[config.mk]
export PLATFORM = sky130hd
export DESIGN_NAME = mem_access_unit
export DESIGN_NICKNAME = d
export VERILOG_FILES = /design/src/rtl/mem_access_pkg.sv /design/src/rtl/mem_access_unit_fifo.sv /design/src/rtl/mem_access_unit.sv
export SDC_FILE = /design/constraint.sdc
export NUM_CORES = 1
export LEC_CHECK = 0
export ABC_AREA = 1
export BUFFER_PORTS_ARGS = -buffer_cell sky130_fd_sc_hd__buf_4
export CAP_MARGIN = 40
export CORE_MARGIN = 3
export CORE_UTILIZATION = 39
export DETAILED_ROUTE_END_ITERATION = 12
export SLEW_MARGIN = 20
export SYNTH_ARGS = -nofsm -noshare
export SYNTH_HDL_FRONTEND = slang
export SYNTH_SLANG_ARGS = --single-unit
[constraint.sdc]
create_clock -name clk -period 4.2 [get_ports clk]
set_input_delay 0.42 -clock clk [delete_from_list [all_inputs] [get_ports clk]]
set_output_delay 0.42 -clock clk [all_outputs]
set_load 0.03 [all_outputs]
[src/rtl/mem_access_pkg.sv]
// Shared definitions for the memory access unit.
//   state_e       : request-sequencer states (IDLE issues, RESP holds a load result)
//   DEFAULT_DEPTH : default request queue depth
package mem_access_pkg;
  localparam int DEFAULT_DEPTH = 4;

  typedef enum logic [0:0] {
    IDLE = 1'b0,
    RESP = 1'b1
  } state_e;
endpackage

[src/rtl/mem_access_unit_fifo.sv]
// request_fifo: in-order request queue, DEPTH entries of EW bits.
//   clk, reset        : clock, async active-high reset (empties the queue)
//   push / din        : enqueue din; ignored while full
//   pop  / dout       : dequeue head; dout is the current head (registered storage)
//   full, empty, count: occupancy status
module request_fifo #(
  parameter  int WIDTH = 8,
  parameter  int DEPTH = 4,
  localparam int EW    = 2*WIDTH + 1,
  localparam int PW    = (DEPTH > 1) ? $clog2(DEPTH) : 1,
  localparam int CW    = $clog2(DEPTH + 1)
) (
  input  logic          clk,
  input  logic          reset,
  input  logic          push,
  input  logic [EW-1:0] din,
  input  logic          pop,
  output logic [EW-1:0] dout,
  output logic          full,
  output logic          empty,
  output logic [CW-1:0] count
);
  logic [EW-1:0] mem [DEPTH];
  logic [PW-1:0] wptr, rptr;
  logic          do_push, do_pop;

  // A full queue never accepts, even if the head leaves this same cycle.
  assign do_push = push && !full;
  assign do_pop  = pop && !empty;
  assign full    = (count == CW'(DEPTH));
  assign empty   = (count == '0);
  assign dout    = mem[rptr];

  // Storage is not reset; validity is carried entirely by count.
  always_ff @(posedge clk) begin
    if (do_push) mem[wptr] <= din;
  end

  // DEPTH is a power of two, so pointers wrap by natural overflow.
  always_ff @(posedge clk or posedge reset) begin
    if (reset) begin
      wptr  <= '0;
      rptr  <= '0;
      count <= '0;
    end else begin
      if (do_push) wptr <= wptr + PW'(1);
      if (do_pop)  rptr <= rptr + PW'(1);
      count <= count + CW'(do_push) - CW'(do_pop);
    end
  end
endmodule

[src/rtl/mem_access_unit.sv]
// mem_access_unit: queues load/store requests and sequences them onto a
// single-port data_memory with a combinational read path.
//   clk, reset                         : clock, async active-high reset
//   req_valid/req_ready/req_write/
//   req_address/req_data               : request handshake (store when req_write=1)
//   resp_valid/resp_ready/resp_data    : load result handshake
//   mem_write_enable/mem_address/
//   mem_data_out/mem_data_in           : data_memory port
//   pending                            : queue occupancy
module mem_access_unit
  import mem_access_pkg::*;
#(
  parameter int WIDTH = 8,
  parameter int DEPTH = DEFAULT_DEPTH
) (
  input  logic                       clk,
  input  logic                       reset,
  input  logic                       req_valid,
  output logic                       req_ready,
  input  logic                       req_write,
  input  logic [WIDTH-1:0]           req_address,
  input  logic [WIDTH-1:0]           req_data,
  output logic                       resp_valid,
  input  logic                       resp_ready,
  output logic [WIDTH-1:0]           resp_data,
  output logic                       mem_write_enable,
  output logic [WIDTH-1:0]           mem_address,
  output logic [WIDTH-1:0]           mem_data_out,
  input  logic [WIDTH-1:0]           mem_data_in,
  output logic [$clog2(DEPTH+1)-1:0] pending
);
  typedef struct packed {
    logic             write;
    logic [WIDTH-1:0] address;
    logic [WIDTH-1:0] data;
  } req_t;

  state_e state;
  req_t   push_req, head;
  logic   full, empty, issue;

  assign push_req = '{write: req_write, address: req_address, data: req_data};

  request_fifo #(.WIDTH(WIDTH), .DEPTH(DEPTH)) u_fifo (
    .clk   (clk),
    .reset (reset),
    .push  (req_valid && !full),
    .din   (push_req),
    .pop   (issue),
    .dout  (head),
    .full  (full),
    .empty (empty),
    .count (pending)
  );

  // The head is serviced in exactly one cycle while IDLE: a store writes
  // and pops, a load samples the read data and pops. RESP stalls issue.
  assign issue            = (state == IDLE) && !empty;
  assign req_ready        = !full;
  assign resp_valid       = (state == RESP);
  assign mem_write_enable = issue && head.write;
  assign mem_address      = issue ? head.address : '0;
  assign mem_data_out     = issue ? head.data    : '0;

  always_ff @(posedge clk or posedge reset) begin
    if (reset) begin
      state     <= IDLE;
      resp_data <= '0;
    end else begin
      unique case (state)
        IDLE: if (issue && !head.write) begin
          resp_data <= mem_data_in;
          state     <= RESP;
        end
        RESP: if (resp_ready) state <= IDLE;
        default: state <= IDLE;
      endcase
    end
  end
endmodule

==> results.tsv, run 1 <==
stage	metric	value	unit
global_route	pin count of the biggest net entering global routing	37	
logic_synthesis	library cells used by synthesis	22	
logic_synthesis	dominant cell type by area after synthesis	edfxtp_1	
min_path	hold crit path type	in -> async	
finish	commonest non-fill, non-tap cell in the layout	nor2_1	
clock_network	clock slew at reported path FFs	0.08	ns
critical_path	CP Capture Type	output port	
sta	Worst Max-Slew Pin Slew	0.796	ns
floorplanning	Rows	33	
sta	Rel. slew slack	46.9	%
floorplanning	Die ar.	10100	um^2
clock_network	post-cts sizing count	0	
sta	clk_skew	0.00536	ns
logic_synthesis	count of state elements after synthesis	84	
logic_synthesis	Synthesis Warnings	0	
route	Initial DRC Count	62	
clock_network	post-cts hold buffer count	0	
route	Via density	4.75	
floorplanning	core region area	8420	um^2
finish	ant diodes	0	
floorplanning	Die H	100	um
floorplanning	Initial Util	41.1	%
logic_synthesis	sequential fraction of the synthesis area	70.5	%
power_and_ir_drop	Pwr Density	816	nW/um^2
finish	layout cell share with drive strength beyond 1	24.0	%
critical_path	worst setup path class	reg -> out	
global_route	vias in the first global route	2224	
route	DRC Markers	0	
floorplanning	Die X	100	um
global_route	initial antenna violation count	0	
power_and_ir_drop	Static Leak	1.68	nW
place	gp weighted congestion	0.724	
sta	Tcrit/Tclk final	59.1	%
global_route	first-pass GRT wire length	11100	um
floorplanning	io pins	59	
logic_synthesis	Synth top area share	58.9	%
route	Avg WL per Cell	14.9	um
finish	most frequent cells in the layout	nor2_1 (73), edfxtp_1 (68), buf_4 (63)	
finish	fin nets	385	
clock_network	H-Tree Depth	3	
critical_path	crit-path max FO	19	
logic_synthesis	largest family of logic cells by synthesized area	simple AND/OR/NAND/NOR gates	
sta	fin crit period	2.48	ns
place	Port Buffers	58	
clock_network	root buf cell	clkbuf_8	
critical_path	Crit path required time	3.78	ns
sta	final setup vio count	0	
logic_synthesis	Post-Synth Simple-Gate Area	13.3	%
sta	Max Freq	403	MHz
route	DR vias	2179	
logic_synthesis	Syn Inst Count	287	
route	Antenna Nets Post-Route	0	
logic_synthesis	post-synthesis compound-gate area fraction	7.36	%
logic_synthesis	synth top area cells	edfxtp_1 (59%), dfrtp_1 (12%), nor2_1 (7.9%), o21ai_0 (3.6%), nand2_1 (2.8%)	
critical_path	critical path arrival	2.06	ns
clock_network	clk sink count	84	
power_and_ir_drop	Worst VDD drop	0.351	mV
sta	final hold violations	0	
logic_synthesis	Mean Syn Cell Area	12.1	um^2
run	MaxCap Viol Count	0	
logic_synthesis	post-synthesis instance area	3470	um^2
route	Post-Route WL	6820	um
sta	TNS Setup	0	ns
sta	Worst Hold Margin	0.159	ns
finish	P&R area growth vs syn	20.3	%
clock_network	Post-CTS Setup Inserts	0	
logic_synthesis	syn_nets	323	
logic_synthesis	Synth Area in XOR/XNOR	0.758	%
global_route	Total GRT Usage	14.5	%
clock_network	CTS tree	built	
clock_network	Clock Latency Late Sink	0.34	ns
status	status	completed	
sta	RSZ-0062 raised after global routing	no	
global_route	Overflow after GRT	0	
clock_network	Num CTS Buffers	9	
logic_synthesis	post-synthesis mux area share	0	%
place	detailed placer's ending HPWL	4220	um
logic_synthesis	Post-Synth Adder-Cell Area	2.74	%
route	drt pass-1 iters	4	
critical_path	Worst Setup Start Kind	flop	
sta	final max-slew violation count	0	
clock_network	CTS Buffer Depth	2	
-- cell usage after synthesis --
cell,count
o21ai_0,25
fa_1,1
buf_6,8
nand2_2,1
buf_2,2
nor2_1,73
clkbuf_2,2
inv_4,2
nand2_4,2
nand3_2,2
ha_1,6
o21ai_1,10
buf_4,1
dfrtp_1,16
nand3_1,8
xor2_1,1
inv_2,1
xnor2_1,2
edfxtp_1,68
nand2_1,26
inv_1,14
a21oi_1,16
-- final cells by class --
type                    count  area, um^2
well taps                 105         131
clock buffers               9         124
flip-flops and latches     84        2440
inverters                  17        68.8
clock inverters             7        81.3
multi-input cells         173         837
fillers                   775        4250
repair buffers             64         484
-- cell families (layout without fill, tap and decap cells) --
group | count (synthesis) | in the layout
buffers and inverters | 30 | 97
AND/OR/NAND/NOR | 112 | 112
adder cells (fa/ha/maj) | 7 | 7
AO/OA/AOI/OAI | 51 | 51
XOR/XNOR | 3 | 3
flip-flops | 84 | 84
-- flip-flops by register name, summed over array words and instances (netlist names) --
register,cells
u_fifo.mem,68
resp_data,8
u_fifo.count,3
u_fifo.rptr,2
u_fifo.wptr,2
resp_valid,1
-- routing by layer --
layer	vias up	share of wire, %	wire length [um]	global-route usage [%]
met5	-	0	0	0
met4	0	1.5	102	6.53
met3	8	6.5	443	4.17
met2	51	48	3310	23.4
met1	1026	44	2970	18.0
li1	1094	-	-	-
-- power by group --
group | internal, W | switching, W
combinational | 0.000528 | 0.00105
sequential | 0.00113 | 0.000111
clock | 0.000327 | 0.000262
total | 0.00198 | 0.00142
-- worst max-delay path, cell delays in order, from the launching register on --
cell and delay (ns):
dfrtp_1 0.86, inv_4 0.24, nand3_2 0.17, nand2_4 0.11, nor2_1 0.15, buf_4 0.19
-- through the flow --
stage          cell area, um^2  cells  util (%)  setup WS (ns)  total power, W
3_5_place_dp              3950    442      46.9           1.39         0.00285
2_1_floorplan             3470    287         -           1.96         0.00239
4_1_cts                   4160    458      49.4           1.38         0.00344
5_1_grt                   4170    459      49.5           1.52         0.00365
3_3_place_gp              3950    442      46.9           1.46         0.00282
6_report                  4170    459      49.5           1.72         0.00340
-- path summary, 6_finish.rpt --
check | slack [ns] | start | depth (start not counted) | endpoint
worst max-delay path | 1.72 | u_fifo.rptr[1] | 5 | mem_write_enable
min in group clk | 0.25 | resp_ready | 2 | resp_valid
worst min register to register | 0.48 | resp_data[2] | 2 | resp_data[2]
worst min-delay path | 0.16 | reset | 2 | u_fifo.count[0]
max in group asynchronous | 3.63 | reset | 2 | u_fifo.rptr[0]
worst max register to register | 1.78 | u_fifo.count[1] | 10 | u_fifo.count[2]
No activity file was read; power rests on OpenSTA's default activity.
==> inputs of run 2 (changes only) <==
==> constraint.sdc (replaced) <==
create_clock -name clk -period 2.55 [get_ports clk]
set_input_delay 0.255 -clock clk [delete_from_list [all_inputs] [get_ports clk]]
set_output_delay 0.255 -clock clk [all_outputs]
set_load 0.03 [all_outputs]
==> run 2 against run 1 <==
The flow now finishes with violations (negative hold slack); global-route usage down 0.48 points; register-to-register slack lost 1.2 ns; first-iteration DRC count up 21%; core utilization increased by 0.18 points; non-clock buffer count is 2 higher; cell area increased by 0.36%; critical path depth increased by 2; clock-buffer cell count increased by 2; flip-flop and latch count unchanged; sequential power grew 62%; worst setup slack got worse by 1.3 ns; clock power is 67% higher.
==> results.tsv, run 2 (same netlist as run 1, synthesis figures left out) <==
stage	metric	value	unit	change
power_and_ir_drop	Worst VDD drop	0.676	mV	+93%
sta	RSZ-0062 raised after global routing	no		
finish	ant diodes	0		unchanged
sta	Worst Hold Margin	-0.00376	ns	-0.163 ns
critical_path	slowest cell delay on critical path	0.38	ns	-0.48 ns
critical_path	crit-path max FO	36		+17
clock_network	CTS Buffer Depth	2		unchanged
power_and_ir_drop	Static Leak	1.69	nW	+0.37%
sta	Tcrit/Tclk final	83.7	%	
place	gp weighted congestion	0.772		+6.6%
finish	Largest regs	u_fifo.mem (68), resp_data (8), u_fifo.count (3)		
global_route	Overflow after GRT	0		unchanged
sta	Max Freq	469	MHz	
min_path	hold crit path type	in -> async		
floorplanning	Die X	100	um	unchanged
finish	Largest register FFs	68		unchanged
critical_path	CP Buf/Inv Count	3		+1
critical_path	Worst path slowest cell	dfrtp_1		
sta	clk_skew	0.00673	ns	+0.00137 ns
finish	multi-input logic area	837	um^2	unchanged
place	detailed placer's ending HPWL	4210	um	-0.18%
floorplanning	Die H	100	um	unchanged
finish	Design Area, Final	4180	um^2	+0.36%
critical_path	worst setup path start	u_fifo.rptr[0]		
clock_network	Num CTS Buffers	9		unchanged
critical_path	worst setup path class	reg -> out		
status	failing checks	negative hold slack		
floorplanning	Rows	33		unchanged
sta	final max-slew violation count	0		unchanged
critical_path	critical path arrival	1.88	ns	-0.18 ns
sta	final setup vio count	0		unchanged
critical_path	cell repeated most along the worst path	buf_4		
route	Post-Route WL	6600	um	-3.3%
clock_network	post-cts sizing count	0		unchanged
finish	fillers	770		-0.65%
critical_path	Critical Path Sink	mem_write_enable		
critical_path	CP top delay family	buffers and inverters		
route	DRC Markers	0		unchanged
finish	layout cell share with drive strength beyond 1	24.7	%	+0.71 points
clock_network	clock slew at reported path FFs	0.08	ns	about the same
critical_path	reg2reg path depth	10		unchanged
global_route	initial antenna violation count	0		unchanged
place	Port Buffers	58		unchanged
finish	commonest non-fill, non-tap cell in the layout	nor2_1		
finish	fin nets	387		+0.52%
place	Placed Instance Area	3980	um^2	+0.57%
clock_network	root buf cell	clkbuf_8		
critical_path	crit path cell chain	buf_4 -> inv_4 -> nand2_1 -> nand3_2 -> nand2_4 -> nor2_1 -> buf_4		
route	wl on met1	3000	um	+1.1%
finish	Post-Layout Cell Count	461		+0.44%
finish	register with the most flip-flops	u_fifo.mem		
floorplanning	io pins	59		unchanged
route	Initial DRC Count	75		+21%
route	met2 WL	3120	um	-5.6%
global_route	vias in the first global route	2209		-0.67%
finish	P&R area growth vs syn	20.7	%	
critical_path	CP Capture Type	output port		
clock_network	Clock Latency Late Sink	0.34	ns	about the same
route	drt pass-1 iters	4		unchanged
sta	Rel. slew slack	57.7	%	+11 points
route	Top Metal Used	met4		
sta	fin crit period	2.13	ns	
route	Antenna Nets Post-Route	0		unchanged
clock_network	Post-CTS Setup Inserts	0		unchanged
global_route	Total GRT Usage	14.0	%	-0.48 points
route	DR vias	2201		+1.0%
clock_network	clk sink count	84		unchanged
global_route	first-pass GRT wire length	10800	um	-2.4%
clock_network	CTS tree	built		
global_route	pin count of the biggest net entering global routing	37		unchanged
power_and_ir_drop	Pwr Density	1340	nW/um^2	+64%
sta	TNS Setup	0	ns	unchanged
critical_path	r2r startpoint	u_fifo.count[1]		
sta	Worst Max-Slew Pin Slew	0.634	ns	-0.163 ns
route	Via density	4.77		+0.57%
run	MaxCap Viol Count	0		unchanged
clock_network	post-cts hold buffer count	0		unchanged
clock_network	H-Tree Depth	3		unchanged
finish	flip-flop and latch area	2440	um^2	unchanged
sta	final hold violations	10		+10
status	status	complete, but fails checks		
finish	most frequent cells in the layout	nor2_1 (73), edfxtp_1 (68), buf_4 (66)		
critical_path	Worst Setup Start Kind	flop		
floorplanning	Initial Util	41.1	%	unchanged
floorplanning	Die ar.	10100	um^2	unchanged
critical_path	Crit path required time	2.30	ns	-1.48 ns
critical_path	Worst R2R End	u_fifo.count[1]		
critical_path	r2r setup slk	0.57	ns	-1.21 ns
floorplanning	core region area	8420	um^2	unchanged
critical_path	cell count along the critical path	7		+2
route	metal3 WL	382	um	-14%
place	Inst Count DP	445		+0.68%
route	Avg WL per Cell	14.3	um	-3.8%
[run 2: through the flow]
step	utilization, %	worst slack [ns]	power, W	hold WS (ns)
floorplan	-	0.314	0.00393	0.169
global placement	47.2	0.604	0.00467	0.375
detailed placement	47.2	0.571	0.00470	0.383
CTS	49.7	0.377	0.00569	0.00369
global route	49.7	0.247	0.00601	0.0439
finish	49.7	0.417	0.00561	-0.00376
[run 2: worst min-delay path by stage]
stage | start | to | slack, ns | cells after the start
CTS | reset | resp_data[6] | 0.004 | 2
detailed placement | reset | resp_valid | 0.38 | 2
floorplan | reset | resp_data[0] | 0.17 | 1
global route | reset | resp_data[6] | 0.04 | 2
global placement | reset | resp_valid | 0.37 | 2
finish | reset | resp_data[6] | -0.004 | 2
[run 2: per-layer routing]
layer | vias up | global-route usage [%]
li1 | 1100 | -
met1 | 1030 | 18.8
met2 | 63 | 21.2
met3 | 8 | 3.27
met4 | 0 | 7.05
met5 | - | 0
[run 2: worst register-to-register path, cell delays in order, from the launching register on]
cell and delay (ns):
dfrtp_1 0.44, nor2_1 0.16, nand2_1 0.06, nand2_1 0.09
inv_2 0.11, ha_1 0.28, inv_1 0.05, ha_1 0.12
inv_1 0.05, fa_1 0.48, inv_1 0.04
[run 2: layout make-up]
| type | count | area share (%) |
|---|---|---|
| clock buffer | 11 | 3.14 |
| inverter | 17 | 1.64 |
| timing repair buffer | 66 | 11.8 |
| tap | 105 | 3.14 |
| clock inverter | 5 | 1.85 |
| multi-input combinational | 173 | 20.0 |
| sequential | 84 | 58.4 |
[run 2: power by group]
| part | switching, W | leakage [nW] | internal, W | total [W] |
|---|---|---|---|---|
| combinational | 0.00174 | 0.769 | 0.000881 | 0.00262 |
| sequential | 0.000152 | 0.816 | 0.00186 | 0.00201 |
| clock | 0.000433 | 0.103 | 0.000549 | 0.000982 |
==> inputs of run 3 (changes only) <==
--- a/config.mk
+++ b/config.mk
@@ -5,7 +5,7 @@
 export SDC_FILE = /design/constraint.sdc
 export NUM_CORES = 1
 export LEC_CHECK = 0
-export ABC_AREA = 1
+export ABC_AREA = 0
 export BUFFER_PORTS_ARGS = -buffer_cell sky130_fd_sc_hd__buf_4
 export CAP_MARGIN = 40
 export CORE_MARGIN = 3
==> constraint.sdc (replaced) <==
create_clock -name clk -period 2 [get_ports clk]
set_input_delay 0.2 -clock clk [delete_from_list [all_inputs] [get_ports clk]]
set_output_delay 0.2 -clock clk [all_outputs]
set_load 0.03 [all_outputs]
==> run 3 against run 2 <==
The run now ends clean; clock skew decreased by 0.00051 ns; critical endpoint is now mem_data_out[3]; via count decreased by 23%; largest power group unchanged; clock-buffer cell count decreased by 2; sequential share of layout area decreased by 3.5 points; synthesized cell count decreased by 43%; hold slack improved by 0.055 ns; global-route usage decreased by 0.87 points; worst setup slack got worse by 0.39 ns; core utilization increased by 4.4 points; cell area increased by 6.6%; register-to-register slack got worse by 0.49 ns; critical path type unchanged; power increased by 40%.
==> results.tsv, run 3 <==
stage	metric	value	unit	change
sta	final max-slew violation count	0		unchanged
sta	Rel. slew slack	58.3	%	+0.56 points
finish	fillers	685		-11%
route	DRC Markers	0		unchanged
finish	most frequent cells in the layout	edfxtp_1 (68), buf_4 (53), buf_6 (18)		
sta	RSZ-0062 raised after global routing	yes		
logic_synthesis	post-synthesis instance area	3340	um^2	-3.6%
critical_path	slowest cell delay on critical path	0.51	ns	+0.13 ns
route	drt pass-1 iters	4		unchanged
sta	final hold violations	0		-10
route	Initial DRC Count	64		-15%
global_route	initial antenna violation count	0		unchanged
global_route	vias in the first global route	1828		-17%
logic_synthesis	dominant cell type by area after synthesis	edfxtp_1		
logic_synthesis	Synthesis Warnings	0		unchanged
finish	ant diodes	0		unchanged
logic_synthesis	Syn Inst Count	165		-43%
logic_synthesis	synth top area cells	edfxtp_1 (61%), dfrtp_1 (12%), mux4_2 (6.7%), mux4_1 (5.5%), and2_1 (3.9%)		
logic_synthesis	most frequent cells after synthesis	edfxtp_1 (68), and2_1 (21), dfrtp_1 (16), mux4_2 (10)		
critical_path	crit path cell chain	buf_12 -> mux4_2 -> and2_4 -> buf_6		
finish	register with the most flip-flops	u_fifo.mem		
status	status	completed		
floorplanning	Die ar.	9710	um^2	-3.4%
finish	commonest non-fill, non-tap cell in the layout	edfxtp_1		
finish	fin nets	284		-27%
sta	worst setup margin	0.0311	ns	-0.386 ns
place	detailed placer's ending HPWL	3970	um	-5.6%
critical_path	Crit path required time	1.80	ns	-0.50 ns
route	Post-Route WL	5930	um	-10%
power_and_ir_drop	Worst VDD drop	0.787	mV	+16%
logic_synthesis	Mean Syn Cell Area	20.2	um^2	+68%
place	Placed Instance Area	4110	um^2	+3.3%
logic_synthesis	most common cell in the netlist	edfxtp_1		
clock_network	clock slew at reported path FFs	0.08	ns	about the same
clock_network	CTS Buffer Depth	2		unchanged
logic_synthesis	sequential fraction of the synthesis area	73.1	%	+2.6 points
global_route	first-pass GRT wire length	9580	um	-11%
floorplanning	io pins	59		unchanged
clock_network	CTS tree	built		
critical_path	CP Buf/Inv Count	2		-1
clock_network	H-Tree Depth	3		unchanged
clock_network	root buf cell	clkbuf_8		
sta	clk_skew	0.00622	ns	-0.000515 ns
power_and_ir_drop	Pwr Density	1760	nW/um^2	+31%
sta	fin crit period	1.97	ns	
critical_path	worst setup path class	reg -> out		
finish	Post-Layout Cell Count	358		-22%
logic_synthesis	async set or reset register ratio after synthesis	19.0	%	unchanged
place	Port Buffers	58		unchanged
place	pre-CTS WS	0.0358	ns	-0.535 ns
route	Antenna Nets Post-Route	0		unchanged
power_and_ir_drop	Static Leak	1.70	nW	+0.55%
sta	final setup vio count	0		unchanged
finish	Largest register FFs	68		unchanged
logic_synthesis	syn_nets	201		-38%
sta	Tcrit/Tclk final	98.4	%	
logic_synthesis	count of state elements after synthesis	84		unchanged
global_route	pin count of the biggest net entering global routing	18		-51%
finish	multi-input logic area	897	um^2	+7.2%
floorplanning	Die X	98.6	um	-1.7%
floorplanning	core region area	8260	um^2	-2.0%
critical_path	Worst Setup Start Kind	flop		
critical_path	crit-path max FO	8		-78%
clock_network	Clock Latency Late Sink	0.34	ns	about the same
critical_path	CP Capture Type	output port		
min_path	hold crit path type	in -> reg		
sta	Worst Max-Slew Pin Slew	0.625	ns	-0.00837 ns
finish	Design Area, Final	4460	um^2	+6.6%
clock_network	clk sink count	84		unchanged
finish	P&R area growth vs syn	33.6	%	
floorplanning	Die H	98.6	um	-1.7%
place	Inst Count DP	339		-24%
logic_synthesis	Synth top area share	61.1	%	+2.2 points
global_route	Total GRT Usage	13.1	%	-0.87 points
floorplanning	Initial Util	40.5	%	-0.69 points
clock_network	Num CTS Buffers	9		unchanged
logic_synthesis	library cells used by synthesis	22		unchanged
critical_path	critical path arrival	1.77	ns	-0.11 ns
logic_synthesis	top_reg_cell synth	edfxtp_1		
route	Via density	4.75		-0.48%
finish	Largest regs	u_fifo.mem (68), resp_data (8), u_fifo.count (3)		
sta	Max Freq	508	MHz	
logic_synthesis	number of enable flip-flop cells after synthesis	68		unchanged
route	Avg WL per Cell	16.6	um	+16%
critical_path	CP top delay family	multiplexers		
floorplanning	Rows	33		unchanged
place	gp weighted congestion	0.687		-11%
global_route	Overflow after GRT	0		unchanged
finish	layout cell share with drive strength beyond 1	57.7	%	+33 points
critical_path	Worst path slowest cell	mux4_2		
finish	flip-flop and latch area	2450	um^2	+0.21%
finish	final core occ	54.0	%	+4.4 points
route	DR vias	1701		-23%
run	MaxCap Viol Count	0		unchanged
[run 3: cells by family (layout without fill, tap and decap cells)]
| group | count (synthesis) | count (layout) | synth area share (%) |
|---|---|---|---|
| xor gates and xnor gates | 5 | 5 | 1.31 |
| DFF | 84 | 84 | 73.1 |
| buffers and inverters | 14 | 102 | 1.83 |
| AOI/OAI and AO/OA | 2 | 2 | 0.412 |
| adders and majority gates | 7 | 7 | 2.85 |
| muxes | 26 | 26 | 15.3 |
| and+or+nand+nor | 27 | 27 | 5.21 |
[run 3: per-stage QoR]
step | hold WS [ns] | power, W | setup TNS, ns
after CTS | 0.0366 | 0.00787 | -0.0372
final | 0.0508 | 0.00786 | 0
after detailed placement | 0.329 | 0.00610 | 0
after global placement | 0.330 | 0.00606 | 0
after floorplan | 0.114 | 0.00483 | -0.483
after global routing | 0.0302 | 0.00833 | -0.394
[run 3: final cells by class]
cell class	instances	share of cell area [%]
Tap cell	105	2.94
Timing Repair Buffer	77	15.9
Sequential cell	84	54.9
Clock inverter	7	2.58
Clock buffer	9	2.78
Multi-Input combinational cell	67	20.1
Inverter	9	0.813
[run 3: path summary, 6_finish.rpt]
check | start | depth (start not counted) | to | slack [ns]
min in group asynchronous | reset | 3 | resp_data[5] | 0.49
max | u_fifo.rptr[0] | 4 | mem_data_out[3] | 0.03
max in group asynchronous | reset | 3 | u_fifo.rptr[0] | 1.07
min | resp_ready | 2 | resp_valid | 0.05
min reg2reg | resp_data[0] | 1 | resp_data[0] | 0.51
max reg2reg | u_fifo.count[2] | 10 | u_fifo.count[2] | 0.08
[run 3: worst reg2reg max path: stages (launching register included)]
cell,delay [ns]
dfrtp_2,0.43
nor3_4,0.20
or2_4,0.16
inv_4,0.04
ha_4,0.20
inv_2,0.06
ha_4,0.11
inv_2,0.03
fa_2,0.34
xnor2_2,0.14
xnor2_1,0.12
[run 3: power breakdown]
part	total, W	internal, W	switching [W]
clock	0.00141	0.000825	0.000581
combinational	0.00389	0.00196	0.00192
sequential	0.00257	0.00239	0.000185
[run 3: routing by layer]
layer	global-route usage [%]	up-vias	part of all wire (%)
li1	-	794	-
met1	17.0	855	44
met2	21.5	46	50
met3	3.89	6	4.9
met4	4.10	0	1.3
met5	0	-	0
[run 3: repair_timing]
action,4_1_cts,5_1_grt
resized for setup,33,11
hold endpoints to repair,16,0
hold buffers,1,0
endpoints found under the setup margin,16,16
pin swaps,1,5
buffers inserted,1,1
gates cloned,0,0
